==> config.mk <==
export PLATFORM = sky130hd
export DESIGN_NAME = uart_rx_display_flat
export DESIGN_NICKNAME = d
export VERILOG_FILES = /design/src/rtl/uart_rx_display_if.sv /design/src/rtl/uart_rx_display.sv /design/src/flat_wrapper.sv
export SDC_FILE = /design/constraint.sdc
export NUM_CORES = 1
export LEC_CHECK = 0
export CORE_MARGIN = 2
export CORE_UTILIZATION = 52
export CTS_BUF_LIST = sky130_fd_sc_hd__clkbuf_16
export DETAILED_ROUTE_END_ITERATION = 6
export PLACE_DENSITY = 0.73
export SYNTH_ARGS = -nofsm -noshare
export SYNTH_HDL_FRONTEND = slang
export SYNTH_SLANG_ARGS = --single-unit
==> constraint.sdc <==
create_clock -name clk -period 1.7 [get_ports clk]
set_input_delay 0.17 -clock clk [delete_from_list [all_inputs] [get_ports clk]]
set_output_delay 0.17 -clock clk [all_outputs]
set_load 0.01 [all_outputs]
==> src/rtl/uart_rx_display_if.sv <==
// rtl/uart_rx_display_if.sv - serial input and display-side outputs of the UART display front end
interface uart_rx_display_if;
    logic        rx;
    logic [15:0] x;
    logic        cclk;
    logic        rx_done;
    logic        frame_err;
    logic        rx_busy;

    modport master (
        output rx,
        input  x,
        input  cclk,
        input  rx_done,
        input  frame_err,
        input  rx_busy
    );

    modport slave (
        input  rx,
        output x,
        output cclk,
        output rx_done,
        output frame_err,
        output rx_busy
    );
endinterface

==> src/rtl/uart_rx_display.sv <==
// rtl/uart_rx_display.sv - 8N1 UART receiver feeding a two-byte display word plus display scan clock
module uart_rx_display #(
    parameter int CLKS_PER_BIT = 5208,
    parameter int REFRESH_BITS = 18
) (
    input  logic             clk,
    input  logic             clr,
    uart_rx_display_if.slave bus
);
    localparam int CNT_W = $clog2(CLKS_PER_BIT);
    localparam logic [CNT_W-1:0] HALF_M1 = CNT_W'(CLKS_PER_BIT / 2 - 1);
    localparam logic [CNT_W-1:0] FULL_M1 = CNT_W'(CLKS_PER_BIT - 1);

    localparam logic [2:0] IDLE      = 3'd0;
    localparam logic [2:0] START     = 3'd1;
    localparam logic [2:0] DATA      = 3'd2;
    localparam logic [2:0] STOP      = 3'd3;
    localparam logic [2:0] WAIT_IDLE = 3'd4;

    logic                    r_rx1;
    logic                    r_rx2;
    logic [REFRESH_BITS-1:0] r_refresh;
    logic [2:0]              r_state;
    logic [CNT_W-1:0]        r_clk_cnt;
    logic [2:0]              r_bit_idx;
    logic [7:0]              r_shift;
    logic [15:0]             r_x;
    logic                    r_done;
    logic                    r_ferr;
    logic                    w_rxs;

    assign w_rxs         = r_rx2;
    assign bus.x         = r_x;
    assign bus.cclk      = r_refresh[REFRESH_BITS-1];
    assign bus.rx_done   = r_done;
    assign bus.frame_err = r_ferr;
    assign bus.rx_busy   = (r_state != IDLE);

    // Two-flop synchronizer on the asynchronous line; resets to idle-high so reset never looks like a start bit
    always_ff @(posedge clk or posedge clr) begin
        if (clr) begin
            r_rx1 <= 1'b1;
            r_rx2 <= 1'b1;
        end else begin
            r_rx1 <= bus.rx;
            r_rx2 <= r_rx1;
        end
    end

    // Free-running refresh counter; its MSB is the display scan clock
    always_ff @(posedge clk or posedge clr) begin
        if (clr) begin
            r_refresh <= '0;
        end else begin
            r_refresh <= r_refresh + 1'b1;
        end
    end

    // Receive FSM: centre-samples each bit, commits a byte to x only on a good stop bit
    always_ff @(posedge clk or posedge clr) begin
        if (clr) begin
            r_state   <= IDLE;
            r_clk_cnt <= '0;
            r_bit_idx <= '0;
            r_shift   <= '0;
            r_x       <= '0;
            r_done    <= 1'b0;
            r_ferr    <= 1'b0;
        end else begin
            r_done <= 1'b0;
            case (r_state)
                IDLE: begin
                    if (!w_rxs) begin
                        r_state   <= START;
                        r_clk_cnt <= '0;
                    end
                end
                START: begin
                    if (r_clk_cnt == HALF_M1) begin
                        r_clk_cnt <= '0;
                        if (!w_rxs) begin
                            r_state   <= DATA;
                            r_bit_idx <= '0;
                        end else begin
                            r_state <= IDLE;
                        end
                    end else begin
                        r_clk_cnt <= r_clk_cnt + 1'b1;
                    end
                end
                DATA: begin
                    if (r_clk_cnt == FULL_M1) begin
                        r_clk_cnt <= '0;
                        r_shift   <= {w_rxs, r_shift[7:1]};
                        if (r_bit_idx == 3'd7) begin
                            r_state <= STOP;
                        end else begin
                            r_bit_idx <= r_bit_idx + 1'b1;
                        end
                    end else begin
                        r_clk_cnt <= r_clk_cnt + 1'b1;
                    end
                end
                STOP: begin
                    if (r_clk_cnt == FULL_M1) begin
                        r_clk_cnt <= '0;
                        if (w_rxs) begin
                            r_x     <= {r_x[7:0], r_shift};
                            r_done  <= 1'b1;
                            r_ferr  <= 1'b0;
                            r_state <= IDLE;
                        end else begin
                            r_ferr  <= 1'b1;
                            r_state <= WAIT_IDLE;
                        end
                    end else begin
                        r_clk_cnt <= r_clk_cnt + 1'b1;
                    end
                end
                WAIT_IDLE: begin
                    if (w_rxs) begin
                        r_state <= IDLE;
                    end
                end
                default: begin
                    r_state <= IDLE;
                end
            endcase
        end
    end
endmodule

==> src/flat_wrapper.sv <==
// flat-port wrapper written by rule: the top's interface ports become plain ports
module uart_rx_display_flat 
#(
    parameter int CLKS_PER_BIT = 5208,
    parameter int REFRESH_BITS = 18
)
  (clk, clr, bus_rx, bus_x, bus_cclk, bus_rx_done, bus_frame_err, bus_rx_busy);
  uart_rx_display_if bus_i ();
  input  logic clk;
  input  logic clr;
  input wire logic [$bits(bus_i.rx)-1:0] bus_rx;
  output wire logic [$bits(bus_i.x)-1:0] bus_x;
  output wire logic [$bits(bus_i.cclk)-1:0] bus_cclk;
  output wire logic [$bits(bus_i.rx_done)-1:0] bus_rx_done;
  output wire logic [$bits(bus_i.frame_err)-1:0] bus_frame_err;
  output wire logic [$bits(bus_i.rx_busy)-1:0] bus_rx_busy;
  assign bus_i.rx = bus_rx;
  assign bus_x = bus_i.x;
  assign bus_cclk = bus_i.cclk;
  assign bus_rx_done = bus_i.rx_done;
  assign bus_frame_err = bus_i.frame_err;
  assign bus_rx_busy = bus_i.rx_busy;
  uart_rx_display #(.CLKS_PER_BIT(CLKS_PER_BIT), .REFRESH_BITS(REFRESH_BITS)) u_core (.clk(clk), .clr(clr), .bus(bus_i));
endmodule
# ---- Yosys cells after proc, flatten, opt, wreduce, memory -nomap -nowiden
# Cells that the tools add are included.
dict set report totals {
  ff_bits 65
  in_bits 3
  output_inout_bits 20
  wordCells 61
}
dict set report classes {
  n_addsub 3
  n_eq_ne 15
  muxes 22
  n_reduce_logical 11
}
# operator count
set op_table {}
lappend op_table {{$mux W13} 3}
lappend op_table {{$pmux W13 S3} 1}
lappend op_table {{$mux W3} 11}
lappend op_table {{$add A18 B1 Y18 const B} 1}
lappend op_table {{$pmux W3 S5} 1}
lappend op_table {{$add A13 B1 Y13 const B} 1}
lappend op_table {{$eq A13 B12 Y1 const B} 1}
lappend op_table {{$eq A13 B13 Y1 const B} 1}
lappend op_table {{$ne A2 B1 Y1 const B} 5}
lappend op_table {{$eq A3 B2 Y1 const B} 2}
lappend op_table {{$eq A3 B3 Y1 const B} 2}
lappend op_table {{$ne A2 B2 Y1 const B} 3}
lappend op_table {{$pmux W3 S2} 1}
lappend op_table {{$reduce_and A2 Y1} 3}
lappend op_table {{$reduce_and A6 Y1} 1}
lappend op_table {{$reduce_bool A3 Y1} 2}
lappend op_table {{$reduce_and A5 Y1} 1}
lappend op_table {{$mux W1} 4}
lappend op_table {{$add A3 B1 Y3 const B} 1}
lappend op_table {{$eq A3 B1 Y1 const B} 1}
lappend op_table {{$logic_not A3 Y1} 1}
lappend op_table {{$reduce_and A3 Y1} 1}
lappend op_table {{$mux W2} 1}
lappend op_table {{$reduce_bool A2 Y1} 1}
lappend op_table {{$reduce_or A2 Y1} 1}

# ---- Depth between registers and ports, before layout
# Gate-level depths: netlist of run 1.
dict set report depth {
  depth_word 4
  depth_mapped 7
  mapped_depth_nobuf 6
}

# ---- Worst setup path after synthesis of run 1
# OpenSTA, ideal clock, no wires.
dict set report synth_path {
  path_type {reg2reg}
  startpoint {register u_core.r_clk_cnt[0]}
  endpoint {register u_core.r_state[0]}
  setup_time_ns 0.128
  arrival_ns 1.721
  required_time_ns 1.572
  slack_ns -0.149
  path_stages_with_launch 7
  n_path_buf 1
  period_less_slack_ns 1.849
  cell_sequence {dfrtp_1 ha_1 and4b_1 nand3_2 a21oi_2 buf_2 mux2_1}
}
dict set report synth_between {
  elab_chain_len 3
  word_cells_on_any_way 6
  cone_classes {5 x eq/ne; 1 x reduce/logical}
}
# element line
set synth_lines {}
lappend synth_lines {{from (decl)} uart_rx_display.sv:24} ;# logic [CNT_W-1:0] r_clk_cnt;
lappend synth_lines {{from (signal assigned)} uart_rx_display.sv:88} ;# r_clk_cnt <= r_clk_cnt + 1'b1;
lappend synth_lines {{from (signal assigned)} uart_rx_display.sv:101} ;# r_clk_cnt <= r_clk_cnt + 1'b1;
lappend synth_lines {{from (signal assigned)} uart_rx_display.sv:117} ;# r_clk_cnt <= r_clk_cnt + 1'b1;
lappend synth_lines {{$eq A13 B13 Y1 / $eq A13 B12 Y1 (equally long branches)} {uart_rx_display.sv:92, uart_rx_display.sv:105, uart_rx_display.sv:79}}
lappend synth_lines {{$ne A2 B1 Y1 (no source line)} -}
lappend synth_lines {{$reduce_and A6 Y1 (no source line) (*)} -}
lappend synth_lines {{to (signal assigned)} uart_rx_display.sv:96} ;# r_state <= STOP;
lappend synth_lines {{to (signal assigned)} uart_rx_display.sv:111} ;# r_state <= IDLE;
lappend synth_lines {{to (signal assigned)} uart_rx_display.sv:114} ;# r_state <= WAIT_IDLE;
lappend synth_lines {{to (decl)} uart_rx_display.sv:23} ;# logic [2:0] r_state;
# Mark *: on every way between the ends. The rest lies on a longest branch, timed or not.
# A chain may end at the register's enable or synchronous reset.

# ---- Worst setup path after layout of run 1
dict set report layout_path {
  startpoint {register u_core.r_clk_cnt[1]}
  endpoint {register u_core.r_state[0]}
}
# Same word-level chain as after synthesis.

==> key figures, run 1 <==
Run status
  – Status: finished, violations left
  – Failing checks: negative setup slack

Detailed routing
  – Final ANT Viol Nets: 0
  – Vias per inst: just under 6
  – WL/cell: between 15 and 20 µm
  – Post-Route WL: just under 8 mm
  – DR pass1 iterations: 5
  – # DRC: 0
  – Initial drt markers: approximately 230
  – Vias post-DR: roughly 2400

Layout
  – Final instance area: approximately 0.0043 mm²
  – Most common cell after layout, fill and taps aside: dfrtp_1
  – Area Growth Syn to Fin: 45.6%
  – Nets: between 300 and 400
  – Antenna cell count: 0
  – Most frequent cells in the layout: dfrtp_1, buf_4, clkdlybuf4s50_1
  – Post-Layout Cell Count: 408
  – Share of cells above drive strength 1: 39.9%

Synth
  – Post-synth EDFFs: 0
  – Cells after Synth: between 200 and 250
  – XOR/XNOR Fraction of Synth Area: approximately 5.4%
  – Ys async rst share: 100%
  – Post-Synth Simple-Gate Area: 16.8%
  – Synth area leaders: dfrtp_1, mux2_1, xnor2_1
  – Mux cell area share after synthesis: 10.2%
  – Syn Area/Cell: approximately 12 µm²
  – YS warnings: 0
  – Adder-cell share of the synthesized area: 1.70%
  – Synth top area share: 53.6%
  – Ys flop type: dfrtp_1
  – Synthesized Nets: approximately 250
  – Largest family of logic cells by synthesized area: simple AND/OR/NAND/NOR gates
  – Synth area leader: dfrtp_1
  – Register area share after synthesis: approximately 55%
  – Mapped Area: 0.00294 mm²
  – Yosys reg bits: 65
  – Synth unique cells: 49
  – Synth Area in Compound Gates: 8.08%

Clock tree
  – Skew-Pair Late Insertion Delay: between 0.3 and 0.4 ns
  – H-Tree Depth: 3
  – Maximum clock path buffer count: 2
  – TritonCTS buffer count: 9
  – Clock transition at path regs: around 0.060 ns
  – Clk root buf: clkbuf_16
  – # clock sinks: between 60 and 70
  – CTS tree: done

Timing
  – Final cycle utilization of the critical path: 112%
  – Max Freq: 524 MHz
  – Final setup vio count: 33
  – Fin Clk Skew: approximately 0.0071 ns
  – Slew Viols, Final: 0
  – Fin crit period: 1.91 ns
  – RSZ-0062 raised after global routing: yes
  – Worst-margin pin slew: 0.328 ns
  – Worst Setup Slack, final: -0.208 ns
  – Relative slew slack: 78.0%
  – Final hold violation count: 0
  – Hold WS: between 0.1 and 0.15 ns
  – Setup TNS: -4.75 ns

Setup path
  – CP max stage delay: approximately 0.36 ns
  – Critical Path AT: 2.12 ns
  – Crit-path cells: ha_2 -> and4b_1 -> nand3_2 -> buf_6 -> buf_6 -> a21oi_4 -> mux2_4
  – Crit. End Element: flop
  – Worst-path fanout max: 5
  – Critical setup path kind: reg -> reg
  – Worst Path Required: about 1.9 ns
  – Slowest CP cell: dfrtp_1
  – Most numerous cell on the critical path: buf_6
  – Startpoint types: flop

Floorplan
  – Core ar.: about 0.0055 mm²
  – Chip width: approximately 79 µm
  – Total die area: between 0.006 and 0.007 mm²
  – Die Span Y: a little under 80 µm
  – Site row count: 27
  – Initial Util: about 54%
  – Num ports: 23

Global routing
  – GRT overflow: 0
  – GR Util All Layers: approximately a quarter
  – Vias in the first global route: 2346
  – Largest net degree at the start of global routing: 28
  – First-pass GRT wire length: roughly 11 mm
  – Initial antenna violation count: 0

Power
  – Worst vdd ir: about 790 µV
  – Power Density: between 800 and 900 mW/mm²
  – Lkg Pwr: approximately 0.002 µW

Flow run
  – Maxcap violations: 0

Hold path
  – Hold Path Class: in -> async

Placement
  – Routability cong.: a little over 0.9
  – Detail Placement HPWL: between 4 and 5 mm
  – I/O Buffers: 22
  – Place WS: -0.177 ns
  – Placed cell area: about 0.0036 mm²
  – Placed cells: approximately 380
## worst paths after layout
| kind | slack, ns | endpoint | start | cells past startpoint |
|---|---|---|---|---|
| setup / recovery | -0.21 | u_core.r_state[0] | u_core.r_clk_cnt[1] | 7 |
| hold / removal | 0.12 | u_core.bus.x[6] | clr | 2 |
| setup reg to reg | -0.21 | u_core.r_state[0] | u_core.r_clk_cnt[1] | 7 |
| hold reg to reg | 0.35 | u_core.r_rx2 | u_core.r_rx1 | 0 |
| max in group asynchronous | 1.06 | u_core.r_clk_cnt[7] | clr | 3 |
| min in group clk | 0.25 | u_core.r_rx1 | bus_rx | 1 |
## synthesized netlist by cell type (2+ instances only)
master	count
or3_1	7
nand2_1	16
nand4b_1	2
nor2_1	8
inv_1	9
dfstp_2	2
mux2i_1	2
mux2_2	8
mux2_1	17
dfrtp_1	63
and3_1	5
nand3_1	17
a21o_1	4
and4b_1	2
o21ai_1	9
buf_2	3
xor2_1	6
nor3b_1	3
a22o_1	2
a21oi_1	7
o21ai_0	4
nor3_1	6
xnor2_1	12
ha_1	4
and2b_1	2
## logic make-up (layout without fill, tap and decap cells)
family                     count (synthesis)  in the layout
adders and majority gates                  4              4
muxes                                     27             27
buffers and inverters                     15            106
AOI/OAI and AO/OA                         34             35
DFF                                       65             65
and+or+nand+nor                           81             81
xor gates and xnor gates                  18             18
## registers in the layout, summed over array words and instances (netlist names)
name / flops
u_core.r_rx1: 1
u_core.r_refresh: 18
u_core.r_clk_cnt: 13
u_core.bus.frame_err: 1
u_core.r_shift: 8
u_core.bus.rx_done: 1
u_core.bus.x: 16
u_core.r_bit_idx: 3
u_core.r_state: 3
u_core.r_rx2: 1
## critical path, delay by kind of cell (launching register included)
| family | cells | cell delay [ns] |
|---|---|---|
| adders and majority gates | 1 | 0.21 |
| AOI/OAI and AO/OA | 1 | 0.23 |
| and+or+nand+nor | 2 | 0.39 |
| muxes | 1 | 0.33 |
| buffers and inverters | 2 | 0.27 |
| DFF | 1 | 0.36 |
## where the power goes
part	switching (µW)	internal (µW)	total [µW]	leakage (µW)
Clock	698	1430	2130	0.000166
Sequential	1.48	1550	1550	0.000870
Combinational	37.9	16.9	54.8	0.000990
Total	738	3000	3740	0.00203
## stage by stage
step / power (µW) / utilization, %
final: 3740 / 78.3
after detailed placement: 1640 / 65.9
after global routing: 3830 / 78.3
after CTS: 3740 / 75.7
after global placement: 1640 / 65.9
after floorplan: 1610 / -
## routing by layer
layer | share of wire [%] | GRT usage [%]
met1 | 43 | 33.0
met2 | 49 | 38.7
met3 | 5.3 | 5.11
met4 | 2.4 | 10.9
met5 | 0 | 0
## timing repair
action | CTS | global route
endpoints found under the setup margin | 43 | 45
hold buffers | 0 | 0
gates resized for setup | 15 | 42
pin swaps | 8 | 19
buffers inserted | 11 | 8
endpoints found under the hold margin | 0 | 0
cloned | 3 | 1
## cell type report
class / count / area (µm²)
clock buffer: 9 / 225
multi-input combinational: 165 / 1430
timing repair buffer: 82 / 756
sequential: 65 / 1630
fill: 322 / 1190
inverter: 9 / 37.5
tap: 72 / 90.1
clock inverter: 6 / 116
Note: power is estimated with default switching activity, not from simulation.
==> run 2: changes to the inputs <==
- SLEW_MARGIN: default -> 20
==> results of run 2 <==
Final layout, timing and power as in run 1 (identical DEF).
==> run 3: changes to the inputs <==
- SKIP_LAST_GASP: default -> 1
==> run 3 against run 2 <==
The run still ends with negative setup slack left. Non-clock buffer count decreased by 1. Clock power about the same. Die area is the same. Setup slack better by 0.017 ns. Final cell count decreased by 0.25%. Clock skew fell by 0.00070 ns.
==> key figures, run 3 (synthesis gave the netlist of run 1 again) <==
Run status
  – Status: finished, violations left
  – Failing checks: negative setup slack

Setup path
  – Worst Path Required: roughly 1.9 ns
  – Worst-path fanout max: 5
  – Critical Path AT: between 2 and 2.5 ns
  – Startpoint types: flop
  – Reg2reg path depth: 7
  – Critical setup path kind: reg -> reg
  – Crit. End Element: flop

Layout
  – Max reg flops: 18
  – Top reg by flops: u_core.r_refresh
  – Antenna cell count: 0
  – Area Growth Syn to Fin: 44.9%
  – Most common cell after layout, fill and taps aside: dfrtp_1
  – Share of cells above drive strength 1: about two fifths
  – Most frequent cells in the layout: dfrtp_1, buf_4, clkdlybuf4s50_1
  – Layout fillers: about 330
  – Nets: about 340
  – Util after Layout: 77.9%

Clock tree
  – H-Tree Depth: 3
  – TritonCTS buffer count: 9
  – Hold buffers post-CTS: 0
  – Clock transition at path regs: ~0.06 ns
  – Skew-Pair Late Insertion Delay: between 0.3 and 0.4 ns
  – # clock sinks: 65
  – Clk root buf: clkbuf_16
  – CTS tree: done
  – Maximum clock path buffer count: 2

Detailed routing
  – # DRC: 0
  – Vias per inst: a little under 6
  – Post-Route WL: about 7.7 mm
  – WL/cell: around 19 µm
  – Final ANT Viol Nets: 0
  – Initial drt markers: ~310
  – DR pass1 iterations: 5
  – Vias post-DR: between 2000 and 2500

Timing
  – RSZ-0062 raised after global routing: yes
  – Slew Viols, Final: 0
  – Final cycle utilization of the critical path: 111%
  – Final setup vio count: 33
  – Final hold violation count: 0
  – Hold WS: about 0.13 ns
  – Worst-margin pin slew: around 0.33 ns
  – Max Freq: around 530 MHz
  – Setup TNS: -4.11 ns
  – Relative slew slack: between 70% and 80%
  – Worst Setup Slack, final: -0.191 ns
  – Fin crit period: 1.89 ns
  – Fin Clk Skew: about 0.0064 ns

Global routing
  – First-pass GRT wire length: ~11 mm
  – GRT overflow: 0
  – Vias in the first global route: 2346
  – Largest net degree at the start of global routing: 28
  – GR Util All Layers: about 25%
  – Initial antenna violation count: 0

Floorplan
  – Site row count: 27
  – Num ports: 23
  – Core ar.: about 0.0055 mm²
  – Total die area: 0.00628 mm²
  – Chip width: about 80 µm
  – Initial Util: between 50% and 60%
  – Die Span Y: between 70 and 80 µm

Power
  – Worst vdd ir: 775 µV
  – Power Density: just under 900 mW/mm²
  – Design Power: 3720 µW
  – Lkg Pwr: about 0.002 µW

Flow run
  – Maxcap violations: 0

Placement
  – Place WS: -0.177 ns
  – Routability cong.: 0.905
  – I/O Buffers: 22
  – Detail Placement HPWL: approximately 4.1 mm

Hold path
  – Hold Path Class: in -> async
## run 3: per-stage QoR
step	std cells	instance area [µm²]
floorplan	244	2990
global placement	376	3610
detailed placement	376	3610
CTS	405	4150
global route	407	4270
finish	407	4270
## run 3: final cells by class
| class | count | area [µm²] | area share (%) |
|---|---|---|---|
| Timing Repair Buffer | 81 | 737 | 17.3 |
| Sequential cell | 65 | 1630 | 38.2 |
| Clock buffer | 9 | 225 | 5.28 |
| Multi-Input combinational cell | 165 | 1430 | 33.5 |
| Inverter | 9 | 37.5 | 0.880 |
| Clock inverter | 6 | 116 | 2.73 |
| Tap cell | 72 | 90.1 | 2.11 |
## run 3: path summary, 6_finish.rpt
| kind | start | endpoint | slack (ns) |
|---|---|---|---|
| worst max-delay path | u_core.r_clk_cnt[1] | u_core.r_clk_cnt[6] | -0.19 |
| worst max register to register | u_core.r_clk_cnt[1] | u_core.r_clk_cnt[6] | -0.19 |
| max in group asynchronous | clr | u_core.r_clk_cnt[7] | 1.06 |
| worst min register to register | u_core.r_rx1 | u_core.r_rx2 | 0.35 |
| worst min-delay path | clr | u_core.bus.x[6] | 0.13 |
| min in group clk | bus_rx | u_core.r_rx1 | 0.25 |
## run 3: timing repair
item / CTS / global route
setup endpoints to repair: 43 / 45
buffers inserted: 11 / 6
cloned: 3 / 1
pin swaps: 8 / 18
hold endpoints to repair: 0 / 0
resized for setup: 12 / 42
## run 3: power breakdown
group | switching, µW | internal (µW) | total, µW
Sequential | 1.36 | 1550 | 1550
Combinational | 37.4 | 16.9 | 54.3
Clock | 680 | 1430 | 2110
Total | 719 | 3000 | 3720
## run 3: worst max-delay path: stages (launching register included)
cell      delay (ns)
dfrtp_1         0.38
ha_2            0.20
buf_4           0.15
nor2b_4         0.14
a41oi_4         0.25
a21oi_4         0.10
or4_4           0.52
o221ai_2        0.07
## run 3: layer usage
metal	track usage [%]	wire [µm]	vias up
met5	0	0	-
met4	10.9	238	0
met3	5.11	500	25
met2	38.7	3660	116
met1	33.0	3260	1180
li1	-	-	1060
